--- src/rtl/program_loader_pkg.sv ---
// Shared types and constants for the serial program loader.
package program_loader_pkg;

    typedef enum logic [2:0] {
        StIdle,
        StLen,
        StData,
        StWrite,
        StChk,
        StDone,
        StError
    } state_e;

    localparam int unsigned LEN_BYTES      = 2;
    localparam int unsigned BYTES_PER_WORD = 4;
    localparam int unsigned ADDR_SHIFT     = 2;

    typedef struct packed {
        logic byte_ready;
        logic busy;
        logic done;
        logic error;
        logic cpu_reset_hold;
    } status_t;

    // Status outputs are a pure function of the state being entered.
    function automatic status_t decode_status(state_e s);
        status_t st;
        st.byte_ready     = (s == StLen) || (s == StData) || (s == StChk);
        st.busy           = (s == StLen) || (s == StData) || (s == StWrite) || (s == StChk);
        st.done           = (s == StDone);
        st.error          = (s == StError);
        st.cpu_reset_hold = (s != StDone);
        return st;
    endfunction

endpackage

--- src/rtl/program_loader_if.sv ---
// Byte-stream input and program-memory write bus of the loader.
// master: loader side; slave: stream source / memory side.
interface program_loader_if #(
    parameter int unsigned DATA_WIDTH = 32
);
    logic [7:0]            ByteIn;
    logic                  ByteValid;
    logic                  ByteReady;
    logic                  WriteEnable;
    logic [DATA_WIDTH-1:0] WriteAddress;
    logic [DATA_WIDTH-1:0] WriteData;

    modport master (
        input  ByteIn,
        input  ByteValid,
        output ByteReady,
        output WriteEnable,
        output WriteAddress,
        output WriteData
    );

    modport slave (
        output ByteIn,
        output ByteValid,
        input  ByteReady,
        input  WriteEnable,
        input  WriteAddress,
        input  WriteData
    );
endinterface

--- src/rtl/program_loader_byte_assembler.sv ---
// Little-endian byte assembler: each loaded byte enters at the top and
// shifts down, so after four loads the first byte sits in bits 7:0.
module byte_assembler
    import program_loader_pkg::*;
(
    input  logic                          clk_i,
    input  logic                          reset_i,
    input  logic                          clear_i,
    input  logic                          load_i,
    input  logic [7:0]                    byte_i,
    output logic [8*BYTES_PER_WORD-1:0]   word_next_o,
    output logic [1:0]                    count_o
);

    logic [8*BYTES_PER_WORD-1:0] word_q;
    logic [1:0]                  count_q;

    // Word value including the byte offered this cycle.
    always_comb begin
        word_next_o = {byte_i, word_q[8*BYTES_PER_WORD-1:8]};
    end

    // Shift register and byte counter; clear takes priority over load.
    always_ff @(posedge clk_i) begin
        if (reset_i || clear_i) begin
            word_q  <= '0;
            count_q <= '0;
        end else if (load_i) begin
            word_q  <= word_next_o;
            count_q <= count_q + 2'd1;
        end
    end

    assign count_o = count_q;

endmodule

--- src/rtl/program_loader.sv ---
// Serial program loader: receives a 16-bit word count and then little-endian
// instruction words over a byte stream, and writes them to program memory
// while holding the CPU in reset.
// Optional feature: define LOADER_CHECKSUM_EN to require a trailing mod-256
// sum byte over all data bytes before the session completes.
module program_loader
    import program_loader_pkg::*;
#(
    parameter int unsigned MEMORY_DEPTH = 32,
    parameter int unsigned DATA_WIDTH   = 32
) (
    input  logic             clk,
    input  logic             reset,
    input  logic             start,
    program_loader_if.master bus,
    output logic             Busy,
    output logic             Done,
    output logic             Error,
    output logic             CpuResetHold
);

`ifdef LOADER_CHECKSUM_EN
    localparam state_e AfterData = StChk;
`else
    localparam state_e AfterData = StDone;
`endif

    state_e                  state_q, state_d;
    status_t                 status_q;
    logic [15:0]             n_q;
    logic [15:0]             word_index_q;
    logic                    we_q;
    logic [DATA_WIDTH-1:0]   addr_q;
    logic [DATA_WIDTH-1:0]   data_q;

    logic                    accept;
    logic                    start_ok;
    logic                    len_done;
    logic                    word_done;
    logic [15:0]             len_value;
    logic                    asm_clear;
    logic                    asm_load;
    logic [8*BYTES_PER_WORD-1:0] asm_word_next;
    logic [1:0]              asm_count;

    assign accept    = bus.ByteValid && status_q.byte_ready;
    assign start_ok  = start && ((state_q == StIdle) || (state_q == StDone) ||
                                 (state_q == StError));
    assign len_done  = (state_q == StLen) && accept && (asm_count == 2'(LEN_BYTES - 1));
    assign word_done = (state_q == StData) && accept &&
                       (asm_count == 2'(BYTES_PER_WORD - 1));
    // Two length bytes shifted in from the top land in the upper half.
    assign len_value = asm_word_next[8*BYTES_PER_WORD-1 -: 16];
    assign asm_load  = accept && ((state_q == StLen) || (state_q == StData));
    assign asm_clear = start_ok || len_done;

    byte_assembler u_byte_assembler (
        .clk_i       (clk),
        .reset_i     (reset),
        .clear_i     (asm_clear),
        .load_i      (asm_load),
        .byte_i      (bus.ByteIn),
        .word_next_o (asm_word_next),
        .count_o     (asm_count)
    );

`ifdef LOADER_CHECKSUM_EN
    logic [7:0] sum_q;

    // Running mod-256 sum of every accepted data byte.
    always_ff @(posedge clk) begin
        if (reset || start_ok) begin
            sum_q <= '0;
        end else if ((state_q == StData) && accept) begin
            sum_q <= sum_q + bus.ByteIn;
        end
    end
`endif

    // Next-state decode.
    always_comb begin
        state_d = state_q;
        case (state_q)
            StIdle, StDone, StError: begin
                if (start) state_d = StLen;
            end
            StLen: begin
                if (len_done) begin
                    if (32'(len_value) > MEMORY_DEPTH) state_d = StError;
                    else if (len_value == '0)          state_d = AfterData;
                    else                               state_d = StData;
                end
            end
            StData: begin
                if (word_done) state_d = StWrite;
            end
            StWrite: begin
                state_d = (word_index_q + 16'd1 == n_q) ? AfterData : StData;
            end
            StChk: begin
`ifdef LOADER_CHECKSUM_EN
                if (accept) state_d = (bus.ByteIn == sum_q) ? StDone : StError;
`else
                state_d = StDone;
`endif
            end
            default: state_d = StIdle;
        endcase
    end

    // State register with status outputs registered alongside it.
    always_ff @(posedge clk) begin
        if (reset) begin
            state_q  <= StIdle;
            status_q <= decode_status(StIdle);
        end else begin
            state_q  <= state_d;
            status_q <= decode_status(state_d);
        end
    end

    // Length, word index and write-port registers; address/data hold outside WRITE.
    always_ff @(posedge clk) begin
        if (reset) begin
            n_q          <= '0;
            word_index_q <= '0;
            we_q         <= 1'b0;
            addr_q       <= '0;
            data_q       <= '0;
        end else begin
            we_q <= (state_d == StWrite);
            if (start_ok) begin
                n_q          <= '0;
                word_index_q <= '0;
            end
            if (len_done) begin
                n_q <= len_value;
            end
            if (word_done) begin
                addr_q <= DATA_WIDTH'(word_index_q) << ADDR_SHIFT;
                data_q <= DATA_WIDTH'(asm_word_next);
            end
            if (state_q == StWrite) begin
                word_index_q <= word_index_q + 16'd1;
            end
        end
    end

    assign bus.ByteReady    = status_q.byte_ready;
    assign bus.WriteEnable  = we_q;
    assign bus.WriteAddress = addr_q;
    assign bus.WriteData    = data_q;
    assign Busy             = status_q.busy;
    assign Done             = status_q.done;
    assign Error            = status_q.error;
    assign CpuResetHold     = status_q.cpu_reset_hold;

endmodule

--- src/flat_wrapper.sv ---
// flat-port wrapper written by rule: the top's interface ports become plain ports
module program_loader_flat import program_loader_pkg::*;
#(
    parameter int unsigned MEMORY_DEPTH = 32,
    parameter int unsigned DATA_WIDTH   = 32
)
  (clk, reset, start, Busy, Done, Error, CpuResetHold, bus_ByteIn, bus_ByteValid, bus_ByteReady, bus_WriteEnable, bus_WriteAddress, bus_WriteData);
  program_loader_if #(.DATA_WIDTH(DATA_WIDTH)) bus_i ();
  input  logic clk;
  input  logic reset;
  input  logic start;
  output logic Busy;
  output logic Done;
  output logic Error;
  output logic CpuResetHold;
  input wire logic [$bits(bus_i.ByteIn)-1:0] bus_ByteIn;
  input wire logic [$bits(bus_i.ByteValid)-1:0] bus_ByteValid;
  output wire logic [$bits(bus_i.ByteReady)-1:0] bus_ByteReady;
  output wire logic [$bits(bus_i.WriteEnable)-1:0] bus_WriteEnable;
  output wire logic [$bits(bus_i.WriteAddress)-1:0] bus_WriteAddress;
  output wire logic [$bits(bus_i.WriteData)-1:0] bus_WriteData;
  assign bus_i.ByteIn = bus_ByteIn;
  assign bus_i.ByteValid = bus_ByteValid;
  assign bus_ByteReady = bus_i.ByteReady;
  assign bus_WriteEnable = bus_i.WriteEnable;
  assign bus_WriteAddress = bus_i.WriteAddress;
  assign bus_WriteData = bus_i.WriteData;
  program_loader #(.MEMORY_DEPTH(MEMORY_DEPTH), .DATA_WIDTH(DATA_WIDTH)) u_core (.clk(clk), .reset(reset), .start(start), .bus(bus_i), .Busy(Busy), .Done(Done), .Error(Error), .CpuResetHold(CpuResetHold));
endmodule
--- config.mk ---
export PLATFORM = sky130hd
export DESIGN_NAME = program_loader_flat
export DESIGN_NICKNAME = d
export VERILOG_FILES = /design/src/rtl/program_loader_pkg.sv /design/src/rtl/program_loader_if.sv /design/src/rtl/program_loader_byte_assembler.sv /design/src/rtl/program_loader.sv /design/src/flat_wrapper.sv
export SDC_FILE = /design/constraint.sdc
export NUM_CORES = 1
export LEC_CHECK = 0
export ABC_AREA = 1
export CORE_UTILIZATION = 50
export DETAILED_ROUTE_END_ITERATION = 8
export GPL_TIMING_DRIVEN = 0
export PLACE_DENSITY = 0.8
export REMOVE_ABC_BUFFERS = 1
export SYNTH_ARGS = -nofsm -noshare
export SYNTH_HDL_FRONTEND = slang
export SYNTH_SLANG_ARGS = --single-unit
export TNS_END_PERCENT = 50
--- constraint.sdc ---
create_clock -name clk -period 2.2 [get_ports clk]
set_clock_uncertainty 0.15 [all_clocks]
set_input_delay 0.44 -clock clk [delete_from_list [all_inputs] [get_ports clk]]
set_output_delay 0.44 -clock clk [all_outputs]
set_load 0.02 [all_outputs]
==> impl_metrics.toml, run 1 <==
[status]
result_of_the_run = "finished, violations left"
violations = "setup timing"

[floorplanning]
boundary_pin_count = 82
fp-row-count = 36
initial_utilization_pct = 51.5
design.core.area_um2 = 9730
die_height_um = 102
floorplan.die_area_um2 = 10400
die_width_um = 102

[hold_path]
timing.hold.worst.class = "register to register"
timing.hold.worst_path_depth = 2
hold_start = "u_core.u_byte_assembler.word_q[8]"
hold_path_end = "u_core.u_byte_assembler.word_q[8]"

[detailed_routing]
top_layer_used = "met4"
drt_first_iter_violations = 270
met2_length_mm = 6.32
vias = 4748
dr_vias_cell = 5.36
finalWirelength_mm = 12.8
met3WireLength_um = 831
wl_met1_mm = 5.30
drtAntennaViolNets = 0
post_detailed_route_drc_marker_count = 0
detail_route.wl_per_cell_um = 14.4
drt_first_pass_iters = 5

[placement]
dpl_worst_slack_ns = -3.27
buffer_ports.inserted = 65
finalWeightedCongestion = 0.867
detailedPlacementHpwl_mm = 8.19
post-place-cells = 847

[clock_tree]
postCtsHoldBufs = 0
worst_setup_hold_path_clk_slew_ns = 0.06
clock_path_buffers = 2
cts_tree = "done"
clk-insertion-delay-late_ns = 0.53
root_buffer = "sky130_fd_sc_hd__clkbuf_8"
cts_made_buffers = 17
clock_sink_count = 115
h_tree_levels = 4

[yosys]
synth_cell_types = 32
mappedNetlistArea_um2 = 5010
synth_edf_count = 0
synth_register_bits = 115
leading_register_cell_type_out_of_synthesis = "sky130_fd_sc_hd__dfxtp_1"
postSynth.asyncResetShare_pct = 0
ys_seq_area_share_pct = 46.0
syn_area_per_cell_um2 = 7.37
syn_inst = 679
yosys_warnings = 0

[setup_path]
worstRegToRegCells = 14
end_kind = "register"
worstReg2RegStart = "u_core.word_index_q[1]"
rrSetupSlack_ns = -0.11
critPathArrivalTime_ns = 2.58
startpoint_to_endpoint_class_of_the_critical_path = "register to register"
worstPathMaxFanout = 8
nature_of_the_critical_path_startpoint = "register"
timing.rr.end = "u_core.bus.ByteReady"
worst_ep_required_time_ns = 2.47

[timing]
grt_setup_unrepaired = "yes"
worst_slew_margin_rel_pct = 47.6
report.final.slew_viol_count = 0
layout_worst_path_cycle_share_pct = 105
final_layout_worst_hold_slack_ns = 0.306
hold_violations = 0
finalWorstPathRequiredPeriod_ns = 2.31
final.setup.worst_slack_ns = -0.113
finalSetupViolations = 7
max_freq_mhz = 432
worst_slew_pin_tran_ns = 0.785

[final_layout]
multi_input_area_um2 = 2410
area_growth_syn_to_layout_pct = 30.0
fillers = 814
final-seq-area_um2 = 2310
drive_gt1_share_pct = 16.6
post_layout_instance_count_excluding_filler_cells = 886
n_antenna_cell = 0
final_net_count = 755

[power_and_ir_drop]
total_leakage_power_nw = 2.44
power_per_cell_area_nw_per_um2 = 755
power.ir.vdd_worst_mv = 0.487

[global_routing]
grt_first_pass_wirelength_mm = 20.5
globalRoute.totalOverflow = 0
grt_pass1_vias = 4653
track_usage_pct = 25.6
grt_antenna_before_repair = 0
grt_max_degree = 57

[job]
max-cap-violations = 0
[placed cells by master (no fill, tap or decap), types with 2 or more instances in the layout]
cell and instances:
sky130_fd_sc_hd__a211oi_1 2, sky130_fd_sc_hd__a21oi_1 78, sky130_fd_sc_hd__buf_4 6, sky130_fd_sc_hd__buf_8 2, sky130_fd_sc_hd__clkbuf_16 16, sky130_fd_sc_hd__clkdlybuf4s50_1 64
sky130_fd_sc_hd__clkinv_1 2, sky130_fd_sc_hd__clkinv_2 2, sky130_fd_sc_hd__clkinv_4 4, sky130_fd_sc_hd__clkinvlp_4 2, sky130_fd_sc_hd__conb_1 16, sky130_fd_sc_hd__dfxtp_1 111
sky130_fd_sc_hd__dfxtp_2 2, sky130_fd_sc_hd__dfxtp_4 2, sky130_fd_sc_hd__ha_1 2, sky130_fd_sc_hd__inv_1 71, sky130_fd_sc_hd__inv_6 6, sky130_fd_sc_hd__inv_8 2
sky130_fd_sc_hd__nand2_1 120, sky130_fd_sc_hd__nand2_2 14, sky130_fd_sc_hd__nand2_4 2, sky130_fd_sc_hd__nand3_1 32, sky130_fd_sc_hd__nand3_2 10, sky130_fd_sc_hd__nand4_1 10
sky130_fd_sc_hd__nor2_1 44, sky130_fd_sc_hd__nor2_2 7, sky130_fd_sc_hd__nor2_4 10, sky130_fd_sc_hd__nor3_1 4, sky130_fd_sc_hd__o21ai_0 51, sky130_fd_sc_hd__o22ai_1 3
sky130_fd_sc_hd__o32ai_1 12, sky130_fd_sc_hd__or2_2 26, sky130_fd_sc_hd__xor2_1 2
[critical path, stage by stage (launching register included)]
cell and delay [ns]:
sky130_fd_sc_hd__dfxtp_4 0.38, sky130_fd_sc_hd__ha_4 0.17, sky130_fd_sc_hd__nand2_4 0.06, sky130_fd_sc_hd__nor2_4 0.26, sky130_fd_sc_hd__nand4_1 0.21, sky130_fd_sc_hd__nand2_1 0.11
sky130_fd_sc_hd__nand2_1 0.05, sky130_fd_sc_hd__nand2_1 0.08, sky130_fd_sc_hd__nand2_2 0.08, sky130_fd_sc_hd__nor2_4 0.13, sky130_fd_sc_hd__nand3_4 0.11, sky130_fd_sc_hd__a21oi_4 0.21
sky130_fd_sc_hd__nand3_2 0.10, sky130_fd_sc_hd__nand3_2 0.09, sky130_fd_sc_hd__nor2_1 0.05
[routing by layer]
metal,vias up,GRT usage (%)
met5,-,0
met4,0,14.7
met3,29,6.09
met2,175,43.4
met1,2235,29.7
li1,2309,-
[what timing repair did]
| item | 4_1_cts | 5_1_grt |
|---|---|---|
| setup buffers | 3 | 4 |
| gates cloned | 0 | 0 |
| pin swaps | 8 | 23 |
| resized for setup | 27 | 34 |
| endpoints found under the setup margin | 114 | 98 |
[Yosys cell counts, types with 10 or more instances]
library cell,count,share of area (%)
sky130_fd_sc_hd__nand3_1,40,4.0
sky130_fd_sc_hd__nand4_1,10,1.2
sky130_fd_sc_hd__buf_4,16,2.4
sky130_fd_sc_hd__clkbuf_1,28,2.1
sky130_fd_sc_hd__nor2_1,54,4.0
sky130_fd_sc_hd__nand2_1,133,10
sky130_fd_sc_hd__o32ai_1,12,2.1
sky130_fd_sc_hd__or2_2,26,3.2
sky130_fd_sc_hd__inv_1,73,5.5
sky130_fd_sc_hd__dfxtp_1,115,46
sky130_fd_sc_hd__a21oi_1,78,7.8
sky130_fd_sc_hd__o21ai_0,51,5.1
[per-stage QoR]
step / total power, mW / TNS (ns) / utilization [%] / area (um^2)
detailed placement: 2.34 / -238.35 / 58.5 / 5690
global route: 5.04 / -6.42 / 66.9 / 6510
global placement: 2.33 / -251.35 / 57.9 / 5640
floorplan: 2.25 / -26.64 / - / 4820
finish: 4.91 / -0.609 / 66.9 / 6510
CTS: 4.91 / -0.288 / 65.3 / 6350
[cell families (layout without fill, tap and decap cells)]
family                   after synthesis  after routing  share of synthesized area [%]
other                                  1             16                         0.0749
adder cells (fa/ha/maj)                3              3                          0.750
AO/OA/AOI/OAI                        149            149                           16.2
buffers and inverters                124            183                           10.5
AND/OR/NAND/NOR                      283            283                           25.5
flip-flops                           115            115                           46.0
XOR/XNOR                               4              4                          0.975
[report_power, final]
| group | internal (mW) | switching [mW] |
|---|---|---|
| Combinational | 0.0565 | 0.146 |
| Sequential | 2.09 | 0.00700 |
| Clock | 1.53 | 1.09 |
[worst max path at each step]
stage,start,end,slack [ns]
CTS,u_core.word_index_q[1],u_core.bus.ByteReady,-0.09
global route,u_core.word_index_q[1],u_core.Done,-0.23
global placement,reset,u_core.n_q[12],-3.32
floorplan,u_core.bus.ByteReady,u_core.bus.ByteReady,-0.52
detailed placement,reset,u_core.n_q[13],-3.27
finish,u_core.word_index_q[1],u_core.bus.ByteReady,-0.11
[flip-flops by register name, summed over array words and instances (netlist names)]
signal,flops
u_core.bus.WriteData,32
u_core.u_byte_assembler.word_q,24
u_core.bus.WriteAddress,16
u_core.n_q,16
u_core.word_index_q,16
u_core.state_q,3
u_core.u_byte_assembler.count_o,2
u_core.Busy,1
u_core.CpuResetHold,1
u_core.Done,1
u_core.Error,1
u_core.bus.ByteReady,1
u_core.bus.WriteEnable,1
[area by class of cell]
cell class | count | area share (%)
Inverter | 76 | 4.54
Multi-Input combinational cell | 455 | 37.1
Tap cell | 133 | 2.56
Timing Repair Buffer | 75 | 11.6
Clock buffer | 17 | 6.37
Clock inverter | 15 | 2.27
Sequential cell | 115 | 35.5
Power figures use the tool's default switching activity.
==> run 2, diff against run 1 <==
--- a/config.mk
+++ b/config.mk
@@ -6,10 +6,11 @@
 export NUM_CORES = 1
 export LEC_CHECK = 0
 export ABC_AREA = 1
-export CORE_UTILIZATION = 50
+export CORE_UTILIZATION = 53
 export DETAILED_ROUTE_END_ITERATION = 8
 export GPL_TIMING_DRIVEN = 0
-export PLACE_DENSITY = 0.8
+export PLACE_DENSITY = 0.83
+export RECOVER_POWER = 50
 export REMOVE_ABC_BUFFERS = 1
 export SYNTH_ARGS = -nofsm -noshare
 export SYNTH_HDL_FRONTEND = slang
==> impl_metrics.toml, run 2 (synthesis gave the netlist of run 1 again) <==
[detailed_routing]
finalWirelength_mm = 13.6
post_detailed_route_drc_marker_count = 0
detail_route.wl_per_cell_um = 15.7
drt_first_pass_iters = 5
dr_vias_cell = 5.66
drtAntennaViolNets = 0
drt_first_iter_violations = 424
vias = 4911

[timing]
grt_setup_unrepaired = "yes"
worst_slew_margin_rel_pct = 47.2
final.setup.worst_slack_ns = -0.236
hold_violations = 0
finalWorstPathRequiredPeriod_ns = 2.44
finalSetupViolations = 10
layout_worst_path_cycle_share_pct = 111
worst_slew_pin_tran_ns = 0.792
max_freq_mhz = 410
totalNegativeSetupSlack_ns = -0.987
report.final.slew_viol_count = 0

[setup_path]
startpoint_to_endpoint_class_of_the_critical_path = "register to register"
end_kind = "register"
worstPathMaxFanout = 7
critPathArrivalTime_ns = 2.72
worst_ep_required_time_ns = 2.48
nature_of_the_critical_path_startpoint = "register"

[placement]
buffer_ports.inserted = 65
placed_cell_area_um2 = 5660
post-place-cells = 824
finalWeightedCongestion = 0.856
detailedPlacementHpwl_mm = 7.96

[power_and_ir_drop]
total_leakage_power_nw = 2.47
power.ir.vdd_worst_mv = 0.602
power_per_cell_area_nw_per_um2 = 754

[clock_tree]
postCtsHoldBufs = 0
cts_tree = "done"
clock_path_buffers = 2
clock_sink_count = 115
clk-insertion-delay-late_ns = 0.52
root_buffer = "sky130_fd_sc_hd__clkbuf_8"
h_tree_levels = 4
worst_setup_hold_path_clk_slew_ns = 0.06
cts_made_buffers = 17

[final_layout]
n_antenna_cell = 0
area_growth_syn_to_layout_pct = 29.9
largest_register_ffs = 32
final_cell_mix = "126 x sky130_fd_sc_hd__nand2_1, 106 x sky130_fd_sc_hd__dfxtp_1, 78 x sky130_fd_sc_hd__a21oi_1, 71 x sky130_fd_sc_hd__inv_1, 63 x sky130_fd_sc_hd__clkdlybuf4s50_1"
post_layout_instance_count_excluding_filler_cells = 867
final_net_count = 758
postLayoutCellArea_um2 = 6500
drive_gt1_share_pct = 16.8
mostFrequentLayoutCell = "sky130_fd_sc_hd__nand2_1"

[status]
result_of_the_run = "finished, violations left"
violations = "setup timing"

[job]
max-cap-violations = 0

[floorplanning]
floorplan.die_area_um2 = 9840
design.core.area_um2 = 9200
die_width_um = 99.2
die_height_um = 99.2
boundary_pin_count = 82
initial_utilization_pct = 54.4
fp-row-count = 35

[global_routing]
globalRoute.totalOverflow = 0
grt_first_pass_wirelength_mm = 21.5
grt_pass1_vias = 4595
track_usage_pct = 28.0
grt_max_degree = 56
grt_antenna_before_repair = 0

[hold_path]
timing.hold.worst.class = "register to register"
[run 2: cell types whose count changed in the layout (fill, tap and decap cells not counted), moves of 4 or more]
cell	delta
sky130_fd_sc_hd__dfxtp_1	-5
sky130_fd_sc_hd__dfxtp_2	+4
sky130_fd_sc_hd__nand2_1	+6
sky130_fd_sc_hd__nand2_2	-6
sky130_fd_sc_hd__nor2_2	+4
[run 2: layout make-up]
type / instances / area [um^2]
Fill cell: 685 / 2700
Multi-Input combinational cell: 456 / 2400
Sequential cell: 115 / 2320
Timing Repair Buffer: 77 / 779
Clock buffer: 17 / 414
Inverter: 76 / 298
Clock inverter: 15 / 148
Tap cell: 111 / 139
[run 2: final timing paths]
| kind | from | to | slack, ns | depth (start not counted) |
|---|---|---|---|---|
| max | u_core.state_q[2] | u_core.Error | -0.24 | 7 |
| min | u_core.u_byte_assembler.word_q[10] | u_core.u_byte_assembler.word_q[10] | 0.31 | 2 |
| max reg2reg | u_core.state_q[2] | u_core.Error | -0.24 | 7 |
| min reg2reg | u_core.u_byte_assembler.word_q[10] | u_core.u_byte_assembler.word_q[10] | 0.31 | 2 |
[run 2: worst max-delay path, cell delays in order, from the launching register on]
cell	delay (ns)
sky130_fd_sc_hd__dfxtp_1	0.41
sky130_fd_sc_hd__nor3_1	0.35
sky130_fd_sc_hd__nand4_1	0.21
sky130_fd_sc_hd__clkinv_1	0.14
sky130_fd_sc_hd__o21ai_0	0.18
sky130_fd_sc_hd__a211oi_1	0.52
sky130_fd_sc_hd__nand2_1	0.18
sky130_fd_sc_hd__nor3_2	0.21
[run 2: repair_timing]
action,4_1_cts,5_1_grt
pin swaps,15,17
resized for setup,37,28
gates cloned,1,0
setup buffers,9,1
hold endpoints to repair,0,0
setup endpoints to repair,114,85
[run 2: power breakdown]
group	switching (mW)	leakage [nW]	internal, mW	total (mW)
registers	0.00868	0.932	2.09	2.10
clock network	1.07	0.273	1.53	2.60
logic	0.153	1.26	0.0564	0.210
[run 2: layer usage]
metal / global-route usage, % / vias up / part of all wire, %
met5: 0 / - / 0
met4: 16.1 / 0 / 3.0
met3: 5.90 / 45 / 7.9
met2: 45.7 / 272 / 48
met1: 34.6 / 2271 / 41
li1: - / 2323 / -
[run 2: per-stage QoR]
stage	hold slack, ns	power (mW)	utilization [%]	setup slack, ns
after floorplan	0.288	2.25	-	-0.523
after global placement	0.295	2.33	61.0	-3.19
after detailed placement	0.299	2.33	61.5	-3.33
after CTS	0.308	4.91	69.7	-0.0433
after global routing	0.334	5.02	70.7	-0.341
final	0.307	4.91	70.7	-0.236
